### config.mk
export PLATFORM = sky130hd
export DESIGN_NAME = rr_arbiter_8
export DESIGN_NICKNAME = d
export VERILOG_FILES = /design/src/rtl/rr_arbiter_8.sv
export SDC_FILE = /design/constraint.sdc
export NUM_CORES = 1
export LEC_CHECK = 0
export CORE_ASPECT_RATIO = 0.7
export CORE_MARGIN = 2
export CORE_UTILIZATION = 50
export DETAILED_ROUTE_END_ITERATION = 10
export GPL_ROUTABILITY_DRIVEN = 0
export PLACE_DENSITY_LB_ADDON = 0.25
export SLEW_MARGIN = 20
export SYNTH_ARGS = -nofsm -noshare
export SYNTH_HDL_FRONTEND = slang
export SYNTH_SLANG_ARGS = --single-unit
### constraint.sdc
create_clock -name clk -period 3.85 [get_ports clk]
set_clock_uncertainty 0.1 [all_clocks]
set_input_delay 0.385 -clock clk [delete_from_list [all_inputs] [get_ports clk]]
set_output_delay 0.385 -clock clk [all_outputs]
set_load 0.005 [all_outputs]
### src/rtl/rr_arbiter_8.sv
// rtl/rr_arbiter_8.sv - 8-requester round-robin arbiter with registered one-hot grant
//
// Purpose:
//   Grants one of eight requesters at a time. The winner is the first set
//   request found scanning from the priority pointer upward, wrapping 7->0.
//   The owner keeps the grant while its request stays high; when it drops,
//   the next winner is granted on the following edge with no idle bubble.
//
// Optional feature (macro RR_ARB_TIMEOUT_EN):
//   When defined, the owner's tenure is counted; after MAX_HOLD cycles the
//   grant is revoked in favour of another requester (if any) and timeout
//   pulses for one cycle. When undefined there is no counter and timeout is 0.
//
// Parameters:
//   MAX_HOLD  - maximum grant tenure in cycles with timeout enabled (2..256)
//
// Ports:
//   clk       - clock, rising edge
//   rst_n     - asynchronous active-low reset
//   req       - request lines, bit i from requester i
//   gnt       - registered one-hot grant, zero when idle
//   gnt_idx   - binary index of the granted requester, 0 when idle
//   gnt_valid - high exactly when gnt is non-zero
//   timeout   - one-cycle pulse when a grant is forcibly revoked

module rr_arbiter_8 #(
    parameter int MAX_HOLD = 16
) (
    input  logic       clk,
    input  logic       rst_n,
    input  logic [7:0] req,
    output logic [7:0] gnt,
    output logic [2:0] gnt_idx,
    output logic       gnt_valid,
    output logic       timeout
);

    localparam logic [0:0] IDLE  = 1'b0;
    localparam logic [0:0] GRANT = 1'b1;

    logic [0:0] state;
    logic [0:0] nxt_state;
    logic [2:0] ptr;
    logic [2:0] nxt_ptr;
    logic [7:0] nxt_gnt;
    logic [2:0] nxt_idx;
    logic       nxt_timeout;

    // Arbitration candidates exclude the current owner: it either dropped its
    // request (bit already low) or is being timed out, and in both cases it
    // must not win. When idle gnt is zero, so nothing is masked.
    logic [7:0] req_m;
    logic [2:0] cand;
    logic [2:0] win;
    logic       win_found;

    always_comb begin
        req_m     = req & ~gnt;
        cand      = ptr;
        win       = ptr;
        win_found = 1'b0;
        for (int i = 0; i < 8; i++) begin
            cand = ptr + 3'(i);
            if (!win_found && req_m[cand]) begin
                win       = cand;
                win_found = 1'b1;
            end
        end
    end

`ifdef RR_ARB_TIMEOUT_EN
    localparam int CW = $clog2(MAX_HOLD + 1);

    // count holds the number of cycles the current owner has had gnt,
    // including the present one; a fresh grant therefore loads 1.
    logic [CW-1:0] count;
    logic [CW-1:0] nxt_count;
    logic          hold_expired;

    assign hold_expired = (count >= CW'(MAX_HOLD));
`endif

    always_comb begin
        nxt_state   = state;
        nxt_ptr     = ptr;
        nxt_gnt     = gnt;
        nxt_idx     = gnt_idx;
        nxt_timeout = 1'b0;
`ifdef RR_ARB_TIMEOUT_EN
        nxt_count   = count;
`endif
        case (state)
            IDLE: begin
                if (win_found) begin
                    nxt_state = GRANT;
                    nxt_gnt   = 8'h01 << win;
                    nxt_idx   = win;
                    nxt_ptr   = win + 3'd1;
`ifdef RR_ARB_TIMEOUT_EN
                    nxt_count = CW'(1);
`endif
                end
            end
            default: begin
                if (!req[gnt_idx]) begin
                    if (win_found) begin
                        nxt_gnt   = 8'h01 << win;
                        nxt_idx   = win;
                        nxt_ptr   = win + 3'd1;
`ifdef RR_ARB_TIMEOUT_EN
                        nxt_count = CW'(1);
`endif
                    end else begin
                        nxt_state = IDLE;
                        nxt_gnt   = 8'h00;
                        nxt_idx   = 3'd0;
`ifdef RR_ARB_TIMEOUT_EN
                        nxt_count = '0;
`endif
                    end
                end
`ifdef RR_ARB_TIMEOUT_EN
                else if (hold_expired && win_found) begin
                    nxt_gnt     = 8'h01 << win;
                    nxt_idx     = win;
                    nxt_ptr     = win + 3'd1;
                    nxt_timeout = 1'b1;
                    nxt_count   = CW'(1);
                end else if (!hold_expired) begin
                    nxt_count = count + CW'(1);
                end
`endif
            end
        endcase
    end

    always_ff @(posedge clk or negedge rst_n) begin
        if (!rst_n) begin
            state     <= IDLE;
            ptr       <= 3'd0;
            gnt       <= 8'h00;
            gnt_idx   <= 3'd0;
            gnt_valid <= 1'b0;
        end else begin
            state     <= nxt_state;
            ptr       <= nxt_ptr;
            gnt       <= nxt_gnt;
            gnt_idx   <= nxt_idx;
            gnt_valid <= |nxt_gnt;
        end
    end

`ifdef RR_ARB_TIMEOUT_EN
    always_ff @(posedge clk or negedge rst_n) begin
        if (!rst_n) begin
            count   <= '0;
            timeout <= 1'b0;
        end else begin
            count   <= nxt_count;
            timeout <= nxt_timeout;
        end
    end
`else
    assign timeout = 1'b0;
`endif

endmodule

==> summary.txt, run 1 <==
Combined area of the multi-input logic cells = 0.00146 sq mm
Nets@finish = 286
Synth Cell Area = 0.00177 sq mm
Failing checks = negative setup slack
CP max FO = 5
Clock buffer depth = 2
Status = finished, violations left
CTS Sinks = 16
Count leader, synth = nand2_1
Primary FF master, synth = dfrtp_1
# rows = 18
Placed Instance Area = 0.00244 sq mm
Crit Path Class = in -> reg
Synth Instances = 183
GRT Total Usage = 32.5%
DRC Markers = 0
Core Area = 0.00347 sq mm
Worst Slack Setup Final = -0.107 ns
DPL Wire Length = 4.66 mm
Sequential fraction of the synthesis area = 22.6%
Largest cells by area after synthesis = dfrtp_1 (23%), mux4_2 (14%), ha_1 (5.6%)
Clock Latency Late Sink = 0.25 ns
Worst-path cell chain = clkdlybuf4s50_1 -> nand2b_1 -> mux4_2 -> or2_1 -> and4b_2 -> nand3b_1 -> buf_6 -> o21a_1 -> a21oi_2 -> mux2_4 -> ha_4 -> or4_1 -> a221o_1
Max Clk Rate = 0.253 GHz
Syn Nets = 201
Post-Route WL = 6.46 mm
Synth-to-Final Area Change = 55.5%
Min-delay worst type = reg -> reg
Max Cap Violations = 0
Initial Utilization = 51.1%
Die area = 0.00404 sq mm
Synth Register Bits = 16
Top cell type's share of synthesized area = 22.6%
Fin. Hold Viols = 0
Die height = 53.8 um
Most frequent cells after synthesis = nand2_1 (17), dfrtp_1 (16), nor2_1 (13), mux4_2 (11)
DRT iter0 DRCs = 279
Via count = 1969
Reg area = 400 sq um
Worst path slowest cell = mux4_2
Tcrit/Tclk final = 103%
Die X = 75.1 um
First-pass GRT wire length = 9.52 mm
CTS tree = done
Largest net degree at the start of global routing = 17
Critical Path AT = 3.99 ns
Max-slew violations = 0
Critical Path Max Stage Delay = 0.55 ns
Via density = 6.21
I/O Pins = 23
RSZ-0062 raised after global routing = true
Placed cells = 301
CTS Root Buffer Type = clkbuf_8
Final min period = 3.96 ns
Initial antenna violation count = 0
Detail Route Antenna Nets = 0
Fillers = 222
Post-synth EDFFs = 0
Post-synth cell types = 58
Worst slack, placed = -0.369 ns
Reg clk slew, reported paths = 0.06 ns
YS warnings = 0
Antenna cell count = 0
Pre-antenna DRT Iters = 4
H-tree Lvls = 1
Max_slew headroom = 50.2%
Port Buf Inserts = 21
Grt total ovfl = 0
Final instance area = 0.00276 sq mm
Vias in the first global route = 1876
Worst Tran Pin Value = 0.745 ns
Worst Setup Start Kind = input port
Ys async rst share = 100%
Total negative slack = -0.107 ns
Setup-failing EPs final = 1
Critical Path Sink Type = register
Non-filler cells, final = 317
Syn Area/Cell = 9.68 sq um
Layout cells sized above 1 = 46.1%
Routed WL per cell = 20.4 um
Largest area contributor in the netlist = dfrtp_1
Worst EP required = 3.88 ns
CTS buffer count = 3
==> cell type report <==
type / count / area share, %
timing repair buffer: 90 / 27.2
tap: 50 / 2.27
multi-input combinational: 150 / 53.1
inverter: 7 / 0.954
clock buffer: 4 / 2.00
sequential: 16 / 14.5
==> metrics by stage <==
| stage | hold WS (ns) | utilization (%) |
|---|---|---|
| 2_1_floorplan | -0.0106 | - |
| 3_3_place_gp | 0.428 | 70.3 |
| 3_5_place_dp | 0.447 | 70.3 |
| 4_1_cts | 0.461 | 75.7 |
| 5_1_grt | 0.495 | 79.4 |
| 6_report | 0.462 | 79.4 |
==> logic make-up after synthesis <==
family	synth area share, %
AOI/OAI and AO/OA	19.6
adders and majority gates	5.65
buffers and inverters	4.94
muxes	23.3
DFF	22.6
and+or+nand+nor	21.2
other	0.212
xor gates and xnor gates	2.47
==> critical path, delay by kind of cell <==
family,cells,cell delay [ns]
buf+inv,2,0.61
fa+ha+maj,1,0.17
mux,2,0.86
compound gates,3,0.61
simple gates,5,1.35
==> sequential cells by signal (all words and copies together) (netlist names) <==
| register | cells |
|---|---|
| gnt | 8 |
| gnt_idx | 3 |
| ptr | 3 |
| gnt_valid | 1 |
| state | 1 |
==> path summary, 6_finish.rpt <==
kind	start	endpoint	slack, ns	depth (start not counted)
worst max-delay path	req[7]	gnt_valid$_DFF_PN0_	-0.11	13
worst min-delay path	gnt_idx[2]$_DFFE_PN0P_	gnt_idx[2]$_DFFE_PN0P_	0.46	1
worst max register to register	ptr[0]$_DFFE_PN0P_	gnt_valid$_DFF_PN0_	-0.09	13
worst min register to register	gnt_idx[2]$_DFFE_PN0P_	gnt_idx[2]$_DFFE_PN0P_	0.46	1
max in group asynchronous	rst_n	gnt[1]$_DFF_PN0_	2.70	1
min in group asynchronous	rst_n	state$_DFF_PN0_	0.47	1
==> what timing repair did <==
| item | in CTS | in global routing |
|---|---|---|
| setup endpoints to repair | 1 | 1 |
| pin swaps | 6 | 11 |
| setup buffers | 6 | 6 |
| hold buffers | 0 | 0 |
| gates resized for setup | 18 | 18 |
==> cell usage in the layout, fill, tap and decap left out, types with 2 or more instances in the layout <==
master and n:
nor2_1 12, o21ai_2 2, mux2_2 3, a2111oi_0 2
nor3_1 5, a21oi_2 2, inv_1 6, nand3b_1 6
o21ai_1 3, clkdlybuf4s50_1 16, a21oi_1 2, o21ai_0 2
or3b_1 2, xnor2_1 2, nand2_1 17, ha_4 4
nand4_1 2, mux2i_1 5, mux2_4 6, o21a_1 3
mux4_2 11, ha_2 2, o31ai_1 2, dfrtp_1 16
nand2b_1 5, a22o_1 4, clkbuf_8 4, nand3_1 2
dlymetal6s2s_1 4, buf_4 67, and2_1 4, a32o_1 3
nand2b_4 3, ha_1 2
==> routing by layer <==
layer	routed length (um)	vias up	share of wire, %	track usage [%]
met5	0	-	0	0
met4	96	0	1.5	8.19
met3	621	12	9.6	8.05
met2	2980	109	46	49.4
met1	2760	984	43	46.8
li1	-	864	-	-
Power of run 1 is left out: the tool's default activity adds up to more than one toggle a clock period on the data nets, which glitch-free logic cannot reach.
==> run 2, diff against run 1 <==
Settings changed: SLEW_MARGIN 20 to unset.
==> results of run 2 <==
The final DEF is identical to that of run 1; final timing and power are the same.
Power of run 2 is left out for the same reason.
==> run 3, diff against run 2 <==
Settings changed: CORE_UTILIZATION 50 to 54, CTS_CLUSTER_DIAMETER set to 60, SKIP_LAST_GASP set to 1.
Clock period 3.85 ns to 4.45 ns, I/O delays scaled along.
==> run 3 against run 2 <==
Compared with the run above: design area decreased by 23%; the flow now finishes without violations; non-clock buffer count decreased by 58; critical path depth increased by 1; die area decreased by 6.9%; sequential share of layout area increased by 4.3 points.
==> summary.txt, run 3 (synthesis results as in run 1) <==
Grt total ovfl = 0
Tcrit/Tclk final = 95.3%
Max reg flops = 8
Post-CTS Hold Buffers = 0
Final min period = 4.24 ns
DPL Wire Length = 3.95 mm
CTS tree = done
Core Area = 0.00315 sq mm
CTS Root Buffer Type = clkbuf_8
Most common cell after layout, fill and taps aside = clkdlybuf4s50_1
Routed WL per cell = 20.0 um
I/O Pins = 23
First-pass GRT wire length = 8.20 mm
Setup-failing EPs final = 0
Crit Path Class = in -> reg
H-tree Lvls = 1
# rows = 17
Via count = 1715
Nets@finish = 228
Max_slew headroom = 52.4%
RSZ-0062 raised after global routing = false
Status = complete, no violations
Most frequent cells in the layout = clkdlybuf4s50_1 (21), nand2_1 (17), dfrtp_1 (16)
Initial antenna violation count = 0
Pre-antenna DRT Iters = 5
Synth-to-Final Area Change = 19.7%
Worst EP required = 4.48 ns
Port Buf Inserts = 21
Antenna cell count = 0
Clock buffer depth = 2
Register bank with the most flops = gnt
CTS Sinks = 16
Post-Route WL = 4.95 mm
Clock Latency Late Sink = 0.25 ns
Final hold slack = 0.452 ns
Reg clk slew, reported paths = 0.06 ns
Max-slew violations = 0
Reg area = 400 sq um
DRC Markers = 0
Die X = 72.5 um
Vias in the first global route = 1605
CP max FO = 6
Largest net degree at the start of global routing = 17
Fin. Hold Viols = 0
Max Cap Violations = 0
Fillers = 244
Min-delay worst type = reg -> reg
Total negative slack = 0 ns
Worst Tran Pin Value = 0.712 ns
Combined area of the multi-input logic cells = 0.00130 sq mm
Critical Path Sink Type = register
Worst Setup Start Kind = input port
Die area = 0.00376 sq mm
Max Clk Rate = 0.236 GHz
GRT Total Usage = 29.2%
Detail Route Antenna Nets = 0
Layout cells sized above 1 = 22.0%
Biggest regs = gnt: 8 flops, gnt_idx: 3 flops, ptr: 3 flops
Die height = 51.9 um
Via density = 6.94
DRT iter0 DRCs = 275
Initial Utilization = 56.3%
Critical Path AT = 4.28 ns
CTS buffer count = 3
run 3: changes by cell type in the layout (fill, tap and decap cells not counted), moves of 4 or more:
cell,before,now
ha_4,4,0
mux2_4,6,1
buf_4,67,11
dlymetal6s2s_1,4,0
clkdlybuf4s50_1,16,21
mux2_2,3,7
ha_1,2,8
run 3: metrics by stage:
step | instance area [sq um] | instances | worst slack, ns | util [%]
floorplan | 1770 | 183 | 0.367 | -
global placement | 2050 | 243 | 0.0707 | 65.1
detailed placement | 2050 | 243 | -0.0339 | 65.1
CTS | 2110 | 247 | 0.188 | 66.9
global route | 2120 | 247 | 0.00177 | 67.4
finish | 2120 | 247 | 0.208 | 67.4
run 3: layout make-up:
| class | count | area share, % |
|---|---|---|
| multi-input cells | 150 | 61.2 |
| flip-flops and latches | 16 | 18.9 |
| repair buffers | 32 | 13.8 |
| clock buffers | 4 | 2.60 |
| well taps | 38 | 2.24 |
| inverters | 7 | 1.24 |
run 3: worst paths after layout:
check | start | depth (start not counted) | slack, ns | end
worst max-delay path | req[2] | 14 | 0.21 | gnt_valid$_DFF_PN0_
worst min-delay path | gnt[2]$_DFF_PN0_ | 2 | 0.45 | gnt[2]$_DFF_PN0_
worst max register to register | ptr[1]$_DFFE_PN0P_ | 15 | 0.25 | gnt_valid$_DFF_PN0_
worst min register to register | gnt[2]$_DFF_PN0_ | 2 | 0.45 | gnt[2]$_DFF_PN0_
max in group asynchronous | rst_n | 1 | 3.28 | state$_DFF_PN0_
min in group asynchronous | rst_n | 1 | 0.52 | gnt[3]$_DFF_PN0_
run 3: per-layer routing:
| metal | wire length, um | GRT usage (%) |
|---|---|---|
| met4 | 65 | 5.86 |
| met3 | 636 | 8.14 |
| met5 | 0 | 0 |
| met2 | 2100 | 42.2 |
| met1 | 2150 | 43.6 |
run 3: critical path, stage by stage:
cell,delay (ns)
clkdlybuf4s50_1,0.49
nand2b_1,0.16
mux4_2,0.54
mux2_2,0.30
and4b_1,0.26
buf_4,0.18
nand3b_1,0.14
nor2_1,0.06
a21oi_1,0.23
mux2i_1,0.18
ha_1,0.25
ha_1,0.19
or4_1,0.50
a221o_1,0.35
run 3: repair_timing:
action,CTS,global route
resized for setup,0,2
setup endpoints to repair,0,1
buffers inserted,0,0
endpoints found under the hold margin,0,0
Power of run 3 is left out for the same reason.
